## src/rtl/uart_pkg.sv

```systemverilog
// Register map, status/control bit positions and the frame-state encoding
// shared by the UART TX and RX state machines.
package uart_pkg;

  localparam logic [1:0] REG_USR = 2'd0;
  localparam logic [1:0] REG_UCR = 2'd1;
  localparam logic [1:0] REG_UTX = 2'd2;
  localparam logic [1:0] REG_URX = 2'd3;

  localparam int USR_RX_NOT_EMPTY = 0;
  localparam int USR_TX_NOT_FULL  = 1;
  localparam int USR_TX_EMPTY     = 2;
  localparam int USR_RX_FULL      = 3;
  localparam int USR_OVERRUN      = 4;
  localparam int USR_PARITY_ERR   = 5;
  localparam int USR_FRAME_ERR    = 6;
  localparam int USR_RX_LEVEL_LSB = 16;
  localparam int USR_TX_LEVEL_LSB = 24;

  localparam int UCR_PAR_EN  = 16;
  localparam int UCR_PAR_ODD = 17;
  localparam int UCR_STOP2   = 18;
  localparam int UCR_LOOP    = 19;
  localparam int UCR_TX_EN   = 20;
  localparam int UCR_RX_EN   = 21;

  typedef enum logic [2:0] {IDLE, START, DATA, PARITY, STOP} uart_state_e;

endpackage

```

## src/rtl/sync_fifo.sv

```systemverilog
// Single-clock FIFO with level count; a pop while full lets a simultaneous
// push through, a pop while empty is ignored.
module sync_fifo #(
  parameter int WIDTH = 8,
  parameter int DEPTH = 8
) (
  input  logic                     PCLK,
  input  logic                     PRESET,
  input  logic                     push,
  input  logic [WIDTH-1:0]         push_data,
  input  logic                     pop,
  output logic [WIDTH-1:0]         pop_data,
  output logic                     full,
  output logic                     empty,
  output logic [$clog2(DEPTH):0]   level
);
  localparam int AW = $clog2(DEPTH);

  logic [WIDTH-1:0] mem [DEPTH];
  logic [AW-1:0]    wr_ptr;
  logic [AW-1:0]    rd_ptr;
  logic             do_push;
  logic             do_pop;

  assign empty    = (level == '0);
  assign full     = (level == (AW+1)'(DEPTH));
  assign do_pop   = pop && !empty;
  assign do_push  = push && (!full || pop);
  assign pop_data = mem[rd_ptr];

  always_ff @(posedge PCLK) begin
    if (PRESET) begin
      wr_ptr <= '0;
      rd_ptr <= '0;
      level  <= '0;
    end else begin
      if (do_push) wr_ptr <= wr_ptr + 1'b1;
      if (do_pop)  rd_ptr <= rd_ptr + 1'b1;
      case ({do_push, do_pop})
        2'b10:   level <= level + 1'b1;
        2'b01:   level <= level - 1'b1;
        default: level <= level;
      endcase
    end
  end

  always_ff @(posedge PCLK) begin
    if (do_push) mem[wr_ptr] <= push_data;
  end

endmodule

```

## src/rtl/apb_uart_ctrl.sv

```systemverilog
// APB3 UART: programmable baud divisor, optional parity, 1/2 stop bits,
// TX/RX FIFOs, sticky W1C error flags and internal loopback.
module apb_uart_ctrl
  import uart_pkg::*;
#(
  parameter int FIFO_DEPTH = 8,
  parameter int CLK_HZ     = 100_000_000,
  parameter int RESET_BAUD = 9600
) (
  input  logic        PCLK,
  input  logic        PRESET,
  input  logic [3:0]  PADDR,
  input  logic [31:0] PWDATA,
  input  logic        PWRITE,
  input  logic        PENABLE,
  input  logic        PSEL,
  output logic [31:0] PRDATA,
  output logic        PREADY,
  input  logic        rx,
  output logic        tx
);
  localparam int          LW      = $clog2(FIFO_DEPTH) + 1;
  localparam logic [15:0] DIV_RST = 16'(CLK_HZ / (RESET_BAUD * 16) - 1);

  logic [15:0] div, div_active, baud_cnt;
  logic        par_en, par_odd, stop2, loop_en, tx_en, rx_en;
  logic        tick;
  logic        access, wr_commit, tx_push, rx_pop, req_write, req_pop;
  logic [1:0]  req_addr;
  logic [21:0] req_wdata;
  logic [2:0]  w1c;
  logic [7:0]  last_tx;
  logic [31:0] usr, ucr, rd_data;
  logic        overrun, parity_err, frame_err, ovr_set, par_set, frm_set;
  logic        tx_full, tx_empty, rx_full, rx_empty, tx_pop, rx_push;
  logic [7:0]  tx_head, rx_head;
  logic [LW-1:0] tx_level, rx_level;
  logic        unused_apb;

  assign unused_apb = ^{PADDR[1:0], PWDATA[31:22]};

  // Baud tick: a new divisor is only picked up when the counter reloads.
  assign tick = (baud_cnt == div_active);
  always_ff @(posedge PCLK) begin
    if (PRESET) begin
      baud_cnt   <= '0;
      div_active <= DIV_RST;
    end else if (tick) begin
      baud_cnt   <= '0;
      div_active <= div;
    end else begin
      baud_cnt   <= baud_cnt + 1'b1;
    end
  end

  assign access    = PSEL && PENABLE && !PREADY;
  assign wr_commit = PREADY && req_write;
  assign tx_push   = wr_commit && (req_addr == REG_UTX);
  assign rx_pop    = PREADY && req_pop;
  assign w1c       = (wr_commit && (req_addr == REG_USR)) ? req_wdata[6:4] : 3'b000;

  always_comb begin
    usr = '0;
    usr[USR_RX_NOT_EMPTY] = !rx_empty;
    usr[USR_TX_NOT_FULL]  = !tx_full;
    usr[USR_TX_EMPTY]     = tx_empty;
    usr[USR_RX_FULL]      = rx_full;
    usr[USR_OVERRUN]      = overrun;
    usr[USR_PARITY_ERR]   = parity_err;
    usr[USR_FRAME_ERR]    = frame_err;
    usr[USR_RX_LEVEL_LSB +: 8] = 8'(rx_level);
    usr[USR_TX_LEVEL_LSB +: 8] = 8'(tx_level);
    ucr = '0;
    ucr[15:0]        = div;
    ucr[UCR_PAR_EN]  = par_en;
    ucr[UCR_PAR_ODD] = par_odd;
    ucr[UCR_STOP2]   = stop2;
    ucr[UCR_LOOP]    = loop_en;
    ucr[UCR_TX_EN]   = tx_en;
    ucr[UCR_RX_EN]   = rx_en;
    case (PADDR[3:2])
      REG_USR: rd_data = usr;
      REG_UCR: rd_data = ucr;
      REG_UTX: rd_data = {24'b0, last_tx};
      default: rd_data = rx_empty ? 32'b0 : {24'b0, rx_head};
    endcase
  end

  // One wait state: capture in the first access cycle, complete in the next.
  always_ff @(posedge PCLK) begin
    if (PRESET) begin
      PREADY    <= 1'b0;
      PRDATA    <= '0;
      req_addr  <= '0;
      req_write <= 1'b0;
      req_wdata <= '0;
      req_pop   <= 1'b0;
    end else begin
      PREADY <= access;
      PRDATA <= access ? rd_data : 32'b0;
      if (access) begin
        req_addr  <= PADDR[3:2];
        req_write <= PWRITE;
        req_wdata <= PWDATA[21:0];
        req_pop   <= !PWRITE && (PADDR[3:2] == REG_URX) && !rx_empty;
      end
    end
  end

  always_ff @(posedge PCLK) begin
    if (PRESET) begin
      div     <= DIV_RST;
      par_en  <= 1'b0;
      par_odd <= 1'b0;
      stop2   <= 1'b0;
      loop_en <= 1'b0;
      tx_en   <= 1'b1;
      rx_en   <= 1'b1;
      last_tx <= '0;
    end else begin
      if (wr_commit && (req_addr == REG_UCR)) begin
        div     <= req_wdata[15:0];
        par_en  <= req_wdata[UCR_PAR_EN];
        par_odd <= req_wdata[UCR_PAR_ODD];
        stop2   <= req_wdata[UCR_STOP2];
        loop_en <= req_wdata[UCR_LOOP];
        tx_en   <= req_wdata[UCR_TX_EN];
        rx_en   <= req_wdata[UCR_RX_EN];
      end
      if (tx_push) last_tx <= req_wdata[7:0];
    end
  end

  always_ff @(posedge PCLK) begin
    if (PRESET) begin
      overrun    <= 1'b0;
      parity_err <= 1'b0;
      frame_err  <= 1'b0;
    end else begin
      overrun    <= (overrun    && !w1c[0]) || ovr_set;
      parity_err <= (parity_err && !w1c[1]) || par_set;
      frame_err  <= (frame_err  && !w1c[2]) || frm_set;
    end
  end

  sync_fifo #(.WIDTH(8), .DEPTH(FIFO_DEPTH)) u_tx_fifo (
    .PCLK(PCLK), .PRESET(PRESET), .push(tx_push), .push_data(req_wdata[7:0]),
    .pop(tx_pop), .pop_data(tx_head), .full(tx_full), .empty(tx_empty), .level(tx_level)
  );

  uart_state_e tx_state;
  logic [3:0]  tx_tcnt;
  logic [2:0]  tx_bit;
  logic [7:0]  tx_data;
  logic        tx_par_en, tx_par_odd, tx_stop2, tx_bit_end;

  assign tx_pop     = (tx_state == IDLE) && tx_en && !tx_empty;
  assign tx_bit_end = tick && (tx_tcnt == 4'd15);

  // Each bit spans 16 ticks; tx_tcnt wraps on its own at every bit boundary.
  always_ff @(posedge PCLK) begin
    if (PRESET) begin
      tx_state   <= IDLE;
      tx         <= 1'b1;
      tx_tcnt    <= '0;
      tx_bit     <= '0;
      tx_data    <= '0;
      tx_par_en  <= 1'b0;
      tx_par_odd <= 1'b0;
      tx_stop2   <= 1'b0;
    end else begin
      if (tick && (tx_state != IDLE)) tx_tcnt <= tx_tcnt + 1'b1;
      case (tx_state)
        IDLE: begin
          tx <= 1'b1;
          if (tx_pop) begin
            tx_state   <= START;
            tx         <= 1'b0;
            tx_data    <= tx_head;
            tx_par_en  <= par_en;
            tx_par_odd <= par_odd;
            tx_stop2   <= stop2;
            tx_tcnt    <= '0;
            tx_bit     <= '0;
          end
        end
        START: if (tx_bit_end) begin
          tx_state <= DATA;
          tx       <= tx_data[0];
        end
        DATA: if (tx_bit_end) begin
          if (tx_bit == 3'd7) begin
            tx_bit <= '0;
            if (tx_par_en) begin
              tx_state <= PARITY;
              tx       <= (^tx_data) ^ tx_par_odd;
            end else begin
              tx_state <= STOP;
              tx       <= 1'b1;
            end
          end else begin
            tx_bit <= tx_bit + 1'b1;
            tx     <= tx_data[tx_bit + 3'd1];
          end
        end
        PARITY: if (tx_bit_end) begin
          tx_state <= STOP;
          tx       <= 1'b1;
        end
        STOP: if (tx_bit_end) begin
          if (tx_stop2 && (tx_bit == 3'd0)) begin
            tx_bit <= 3'd1;
          end else begin
            tx_bit   <= '0;
            tx_state <= IDLE;
          end
        end
        default: tx_state <= IDLE;
      endcase
    end
  end

  uart_state_e rx_state;
  logic        rx_s1, rx_s2, rx_line, rx_sample, rx_loop, rx_par_en, rx_par_odd;
  logic [3:0]  rx_tcnt;
  logic [2:0]  rx_bit;
  logic [7:0]  rx_shift;

  always_ff @(posedge PCLK) begin
    if (PRESET) begin
      rx_s1 <= 1'b1;
      rx_s2 <= 1'b1;
    end else begin
      rx_s1 <= rx;
      rx_s2 <= rx_s1;
    end
  end

  // The frame keeps the loop selection it started with.
  assign rx_line   = ((rx_state == IDLE) ? loop_en : rx_loop) ? tx : rx_s2;
  assign rx_sample = rx_en && tick && (rx_tcnt == 4'd15);
  assign par_set   = (rx_state == PARITY) && rx_sample && (((^rx_shift) ^ rx_line) != rx_par_odd);
  assign frm_set   = (rx_state == STOP) && rx_sample && !rx_line;
  assign ovr_set   = rx_push && rx_full && !rx_pop;

  always_ff @(posedge PCLK) begin
    if (PRESET) begin
      rx_state   <= IDLE;
      rx_tcnt    <= '0;
      rx_bit     <= '0;
      rx_shift   <= '0;
      rx_loop    <= 1'b0;
      rx_par_en  <= 1'b0;
      rx_par_odd <= 1'b0;
      rx_push    <= 1'b0;
    end else begin
      rx_push <= (rx_state == STOP) && rx_sample && rx_line;
      if (!rx_en) begin
        rx_state <= IDLE;
      end else begin
        if (tick && (rx_state != IDLE)) rx_tcnt <= rx_tcnt + 1'b1;
        case (rx_state)
          IDLE: if (!rx_line) begin
            rx_state   <= START;
            rx_tcnt    <= '0;
            rx_loop    <= loop_en;
            rx_par_en  <= par_en;
            rx_par_odd <= par_odd;
          end
          START: if (tick && (rx_tcnt == 4'd7)) begin
            rx_tcnt  <= '0;
            rx_bit   <= '0;
            rx_state <= rx_line ? IDLE : DATA;
          end
          DATA: if (rx_sample) begin
            rx_shift <= {rx_line, rx_shift[7:1]};
            if (rx_bit == 3'd7) rx_state <= rx_par_en ? PARITY : STOP;
            else                rx_bit   <= rx_bit + 1'b1;
          end
          PARITY: if (rx_sample) rx_state <= STOP;
          STOP:   if (rx_sample) rx_state <= IDLE;
          default: rx_state <= IDLE;
        endcase
      end
    end
  end

  sync_fifo #(.WIDTH(8), .DEPTH(FIFO_DEPTH)) u_rx_fifo (
    .PCLK(PCLK), .PRESET(PRESET), .push(rx_push), .push_data(rx_shift),
    .pop(rx_pop), .pop_data(rx_head), .full(rx_full), .empty(rx_empty), .level(rx_level)
  );

endmodule

```

## config.mk

```make
export PLATFORM = sky130hd
export DESIGN_NAME = apb_uart_ctrl
export DESIGN_NICKNAME = d
export VERILOG_FILES = /design/src/rtl/uart_pkg.sv /design/src/rtl/sync_fifo.sv /design/src/rtl/apb_uart_ctrl.sv
export SDC_FILE = /design/constraint.sdc
export NUM_CORES = 1
export LEC_CHECK = 0
export ABC_AREA = 1
export BUFFER_PORTS_ARGS = -buffer_cell sky130_fd_sc_hd__buf_4
export CAP_MARGIN = 20
export CORE_ASPECT_RATIO = 0.7
export CORE_MARGIN = 5
export CORE_UTILIZATION = 50
export DETAILED_ROUTE_END_ITERATION = 16
export PLACE_DENSITY = 0.67
export SLEW_MARGIN = 15
export SYNTH_ARGS = -nofsm -noshare
export SYNTH_HDL_FRONTEND = slang
export SYNTH_SLANG_ARGS = --single-unit
```

## constraint.sdc

```tcl
create_clock -name PCLK -period 6.5 [get_ports PCLK]
set_input_delay 0.325 -clock PCLK [delete_from_list [all_inputs] [get_ports PCLK]]
set_output_delay 0.325 -clock PCLK [all_outputs]
set_load 0.03 [all_outputs]
```

==> out/results.txt, run 1 <==
Status: finished clean
Vias in the first global route: 9462
Cts repair resizes: 0
Number of flops mapped to enable cells by yosys: 128
Initial core utilization: 51.1%
Initial DRT Pass Iterations: 5
Ys flop type: dfxtp_1
Post-synth top cells: 267 x nor2_1, 218 x nand2_1, 187 x dfxtp_1
Req. time, crit path: 6970 ps
DRT antenna net count: 0
Area of the multi-input gates: 4840 um^2
Yosys cell types: 48
CP Data Arrival Time: 3570 ps
Min Tclk post-route: 3100 ps
Drt wl/cell: 16.3 um
Total track usage: 20.8%
Fin. Hold Viols: 0
GRT overflow: 0
P_leak: 5.84 nW
Cts bufs inserted: 30
CTS sink cnt: 315
Top cells by area, synth: edfxtp_1 29%, dfxtp_1 28%, nor2_1 7.6%, nand2_1 6.2%, o21ai_0 6.0%
Vias: 10200
Share of cells above drive strength 1: 10.4%
Largest net degree at the start of global routing: 77
Worst IR drop on VDD: 0.269 mV
Total power: 5.03 mW
Critical Path Fanout Max: 28
RSZ-0062 raised after global routing: false
Post-synthesis sequential area ratio: 57.5%
Crit. End Element: register
I/O pins: 76
Number of antenna diodes: 0
Hold Slack: 21.6 ps
Final worst slack: 3400 ps
CTS clk-pin slew, worst paths: 60 ps
Width of the chip: 204 um
Async SR Flop Fraction: 0%
Fill cells: 2242
Die area: 29800 um^2
Worst-Margin Slew: 963 ps
Max_cap viols: 0
Final Cell Area: 15200 um^2
Port bufs: 57
First-pass GRT wire length: 50.5 mm
Max transition margin: 35.7%
Average size of a mapped cell: 8.93 um^2
Initial antenna violation count: 0
Peak Freq: 0.323 GHz
Routed wire length: 31.4 mm
Pre-CTS WS: 3250 ps
Final HPWL DP: 21.0 mm
Top cell type by total area after synthesis: edfxtp_1
Worst skew pair latency: 560 ps
Mapped Area: 13200 um^2
Core area: 25800 um^2
Yosys warning count: 0
Root buf cell: clkbuf_16
H-tree depth: 1
Most common cell in the netlist: nor2_1
Sequential cell area: 7590 um^2
Yosys reg bits: 315
Final slew viol count: 0
Final setup fails: 0
Rows: 49
Mapped Cells: 1477
# DRC: 0
Synth top area share: 29.1%
Routability cong.: 0.891
Vias/cell: 5.29
Final period util: 47.7%
Worst hold-check path type: input pin to register
Initial DRC count: 910
Die Span Y: 146 um
PD cells: 332 nW/um^2
Clk buf depth: 3
Clk_skew: 7.84 ps
Placed cell area: 13900 um^2
Layout area overhead: 15.0%
CTS tree: done
Crit path launch type: register
Final nets: 1603
Crit path kind: register to register
Setup_tns: 0 ps
R2R setup slack: 3400 ps
==> worst max-delay path, stage by stage, from the launching register on <==
cell      delay [ps]
dfxtp_1          360
nor2_4           500
clkinv_1         850
nor2_2           490
inv_1            470
a21oi_1          310
==> power breakdown <==
part	internal, mW	switching, mW	total, mW
registers	2.13	0.0822	2.21
clock network	1.12	0.745	1.87
logic	0.321	0.632	0.952
total	3.58	1.46	5.03
==> flip-flops by register name (all words and copies together), names as in the netlist, 2 cells and up, named ones only <==
signal            cells
u_rx_fifo.mem        64
u_tx_fifo.mem        64
PRDATA               26
req_wdata            22
baud_cnt             16
div                  16
div_active           16
last_tx               8
rx_shift              8
tx_data               8
rx_tcnt               4
tx_tcnt               4
u_rx_fifo.level       4
u_tx_fifo.level       4
rx_bit                3
rx_state              3
tx_bit                3
tx_state              3
u_rx_fifo.rd_ptr      3
u_rx_fifo.wr_ptr      3
u_tx_fifo.rd_ptr      3
u_tx_fifo.wr_ptr      3
req_addr              2
==> metal layers <==
metal | part of all wire (%) | GRT usage, % | vias up
met5 | 0 | 0 | -
met4 | 2.1 | 4.45 | 0
met3 | 6.9 | 3.99 | 49
met2 | 43 | 30.8 | 278
met1 | 48 | 31.9 | 4753
li1 | - | - | 5090
==> layout make-up <==
| class | instances | share of cell area, % |
|---|---|---|
| clock buffer | 44 | 6.24 |
| timing repair buffer | 86 | 4.54 |
| clock inverter | 12 | 0.891 |
| inverter | 139 | 3.45 |
| tap | 357 | 2.95 |
| multi-input combinational | 969 | 31.9 |
| sequential | 315 | 50.0 |
==> final timing paths <==
path	from	cells after the start	end
worst max-delay path	PREADY	5	PRDATA[2]
worst min-delay path	PWDATA[17]	3	req_wdata[17]
worst max register to register	PREADY	5	PRDATA[2]
worst min register to register	rx_s1	1	rx_s2
==> cells by family after synthesis <==
logic type	synth area share (%)
and+or+nand+nor	19.5
AOI/OAI and AO/OA	13.5
DFF	57.5
buffers and inverters	5.97
xor gates and xnor gates	1.46
adders and majority gates	2.01
other	0.0284
==> cells in the final DEF (no fill, tap or decap), types with 4 or more instances in the layout <==
cell type	synthesis	routed
o211ai_1	9	9
conb_1	1	6
nor3_2	3	4
xor2_1	10	10
nor2_2	5	5
clkbuf_8	0	10
nand4_1	7	7
o22ai_1	11	11
ha_1	18	18
nand3_1	64	64
nand2_1	218	218
dfxtp_1	187	187
nor2_4	4	4
o21ai_1	12	12
dlygate4sd3_1	0	19
a21oi_1	78	78
nor3b_1	4	4
clkbuf_16	0	32
buf_4	8	65
edfxtp_1	128	128
clkinv_2	1	7
clkinv_1	4	4
xnor2_1	12	12
nor2_1	267	267
o21ai_0	158	158
o221ai_1	28	28
inv_1	122	123
nand2_2	6	6
a221oi_1	4	4
nor3_1	16	15
inv_2	12	13
==> through the flow <==
stage / utilization [%] / std cells
2_1_floorplan: - / 1482
3_3_place_gp: 53.8 / 1845
4_1_cts: 58.7 / 1921
5_1_grt: 58.8 / 1922
3_5_place_dp: 53.8 / 1847
6_report: 58.8 / 1922
==> repair_timing <==
| item | CTS | global route |
|---|---|---|
| setup buffers | 0 | 0 |
| endpoints found under the hold margin | 18 | 1 |
| hold buffers | 18 | 1 |
Note: power is estimated with default switching activity, not from simulation.
==> run 2, diff against run 1 <==
clock period = 3.1 ns   (was 6.5 ns; I/O delays follow)
==> out/results.txt, run 2 (same netlist as run 1, synthesis figures left out) <==
Status: finished clean
Setup_tns: 0 ps (unchanged)
Rows: 49 (unchanged)
Final period util: 86.5% (+39 points)
Slowest cell on the critical path: dfxtp_1
Final nets: 1624 (+1.3%)
Min Tclk post-route: 2680 ps (-419 ps)
GRT overflow: 0 (unchanged)
CP endpoint: u_tx_fifo.level[3]
P_leak: 5.94 nW (+1.7%)
Most frequent cells in the layout: 267 x nor2_1, 218 x nand2_1, 187 x dfxtp_1, 158 x o21ai_0, 128 x edfxtp_1
Vias in the first global route: 9630 (+1.8%)
Vias/cell: 5.35 (+1.1%)
Width of the chip: 204 um (unchanged)
Largest net degree at the start of global routing: 71 (-7.8%)
Worst skew pair latency: 580 ps (+20 ps)
Routed wire length: 31.9 mm (+1.5%)
Total power: 10.7 mW (+110%)
Root buf cell: clkbuf_16
Most common cell after layout, fill and taps aside: nor2_1
Cts bufs inserted: 31 (+3.3%)
Drt wl/cell: 16.4 um (+0.37%)
FF-to-FF End: u_tx_fifo.level[3]
RSZ-0062 raised after global routing: false
Initial DRC count: 851 (-6.5%)
Initial DRT Pass Iterations: 5 (unchanged)
Die Span Y: 146 um (unchanged)
I/O pins: 76 (unchanged)
Crit path launch type: register
Final setup fails: 0 (unchanged)
Final slew viol count: 0 (unchanged)
Area of the multi-input gates: 4840 um^2 (unchanged)
Worst-Margin Slew: 1040 ps (+81.0 ps)
Initial antenna violation count: 0 (unchanged)
Final core occ: 59.6% (+0.89 points)
Share of cells above drive strength 1: 11.1% (+0.67 points)
CP dominant cell by count: nand2_1
PD cells: 694 nW/um^2 (+110%)
Cell Chain, Critical Path: nor2_1, nand2_1, inv_2, nand3_2, nand2_1, nand2_1, ha_1, ha_1, nand2_1, nor2_1, a211oi_1, nor2_1, nor2_1, nand2_1, o21ai_0, a21oi_1
Die area: 29800 um^2 (unchanged)
Post-CTS setup buffer count: 0 (unchanged)
Worst Reg-to-Reg Cells: 16 (+11)
Crit. End Element: register
Peak Freq: 0.373 GHz (+16%)
Clk_skew: 17.9 ps (+10.1 ps)
Crit path kind: register to register
# DRC: 0 (unchanged)
H-tree depth: 1 (unchanged)
Critical Path Fanout Max: 6 (-79%)
Final HPWL DP: 21.3 mm (+1.0%)
Worst IR drop on VDD: 0.492 mV (+83%)
CTS tree: done
First-pass GRT wire length: 51.5 mm (+2.0%)
Sequential cell area: 7590 um^2 (unchanged)
Reg2reg start: tx_state[0]
Routability cong.: 0.897 (+0.75%)
Max_cap viols: 0 (unchanged)
Layout area overhead: 16.7%
Vias: 10400 (+2.3%)
CTS sink cnt: 315 (unchanged)
Req. time, crit path: 3560 ps (-3410 ps)
Max transition margin: 30.3% (-5.4 points)
CTS clk-pin slew, worst paths: 60 ps (about the same)
Port bufs: 57 (unchanged)
Core area: 25800 um^2 (unchanged)
Worst hold-check path type: input pin to register
Initial core utilization: 51.1% (unchanged)
CP Data Arrival Time: 3140 ps (-430 ps)
Fin. Hold Viols: 0 (unchanged)
R2R setup slack: 420 ps (-2980 ps)
Total track usage: 21.2% (+0.37 points)
Number of antenna diodes: 0 (unchanged)
Largest registers: u_rx_fifo.mem x64, u_tx_fifo.mem x64, PRDATA x26
DRT antenna net count: 0 (unchanged)
Cts repair resizes: 0 (unchanged)
Fill cells: 2238 (-0.18%)
Clk buf depth: 3 (unchanged)
Worst Setup SP: tx_state[0]
Max incr delay on CP: 350 ps (-500 ps)
[run 2: final cells by class]
class                   count  area share, %
clock buffers              41           6.02
repair buffers            106           5.71
flip-flops and latches    315           49.3
well taps                 357           2.90
inverters                 139           3.40
clock inverters            17           1.26
multi-input cells         969           31.4
[run 2: timing repair]
action	4_1_cts	5_1_grt
hold buffers	28	0
hold endpoints to repair	34	0
setup endpoints to repair	0	0
[run 2: where the power goes]
part           internal (mW)  total [mW]  switching (mW)
Sequential              4.47        4.63           0.159
Clock                   2.37        4.03            1.66
Combinational          0.696        2.03            1.33
Total                   7.54        10.7            3.15
[run 2: how the worst min path moves through the flow]
stage / cells after the start / slack (ps) / to / start
final: 5 / 80 / PREADY / PENABLE
after global routing: 5 / 70 / PREADY / PENABLE
after CTS: 5 / 50 / PREADY / PENABLE
after detailed placement: 2 / 340 / rx_s1 / rx
after global placement: 2 / 350 / rx_s1 / rx
after floorplan: 1 / 260 / rx_s1 / rx
[run 2: metal layers]
layer | track usage, % | wire (um) | up-vias | part of all wire (%)
met5 | 0 | 0 | - | 0
met4 | 4.52 | 603 | 0 | 1.9
met3 | 3.61 | 2310 | 43 | 7.2
met2 | 31.6 | 13900 | 336 | 43
met1 | 32.5 | 15100 | 4891 | 47
li1 | - | - | 5132 | -
[run 2: stage by stage]
stage               area [um^2]  setup slack, ps  std cells  hold slack (ps)
global route              15400              179       1944             68.1
CTS                       15400              452       1944             52.9
finish                    15400              420       1944             75.3
global placement          14000              546       1858              350
floorplan                 13200              659       1482              259
detailed placement        14000              493       1858              345
[run 2: critical path: cells and delay by family (launching register included)]
| kind | cells | cell delay (ps) |
|---|---|---|
| buf+inv | 1 | 130 |
| flops | 1 | 350 |
| compound gates | 3 | 430 |
| simple gates | 10 | 1040 |
| fa+ha+maj | 2 | 620 |
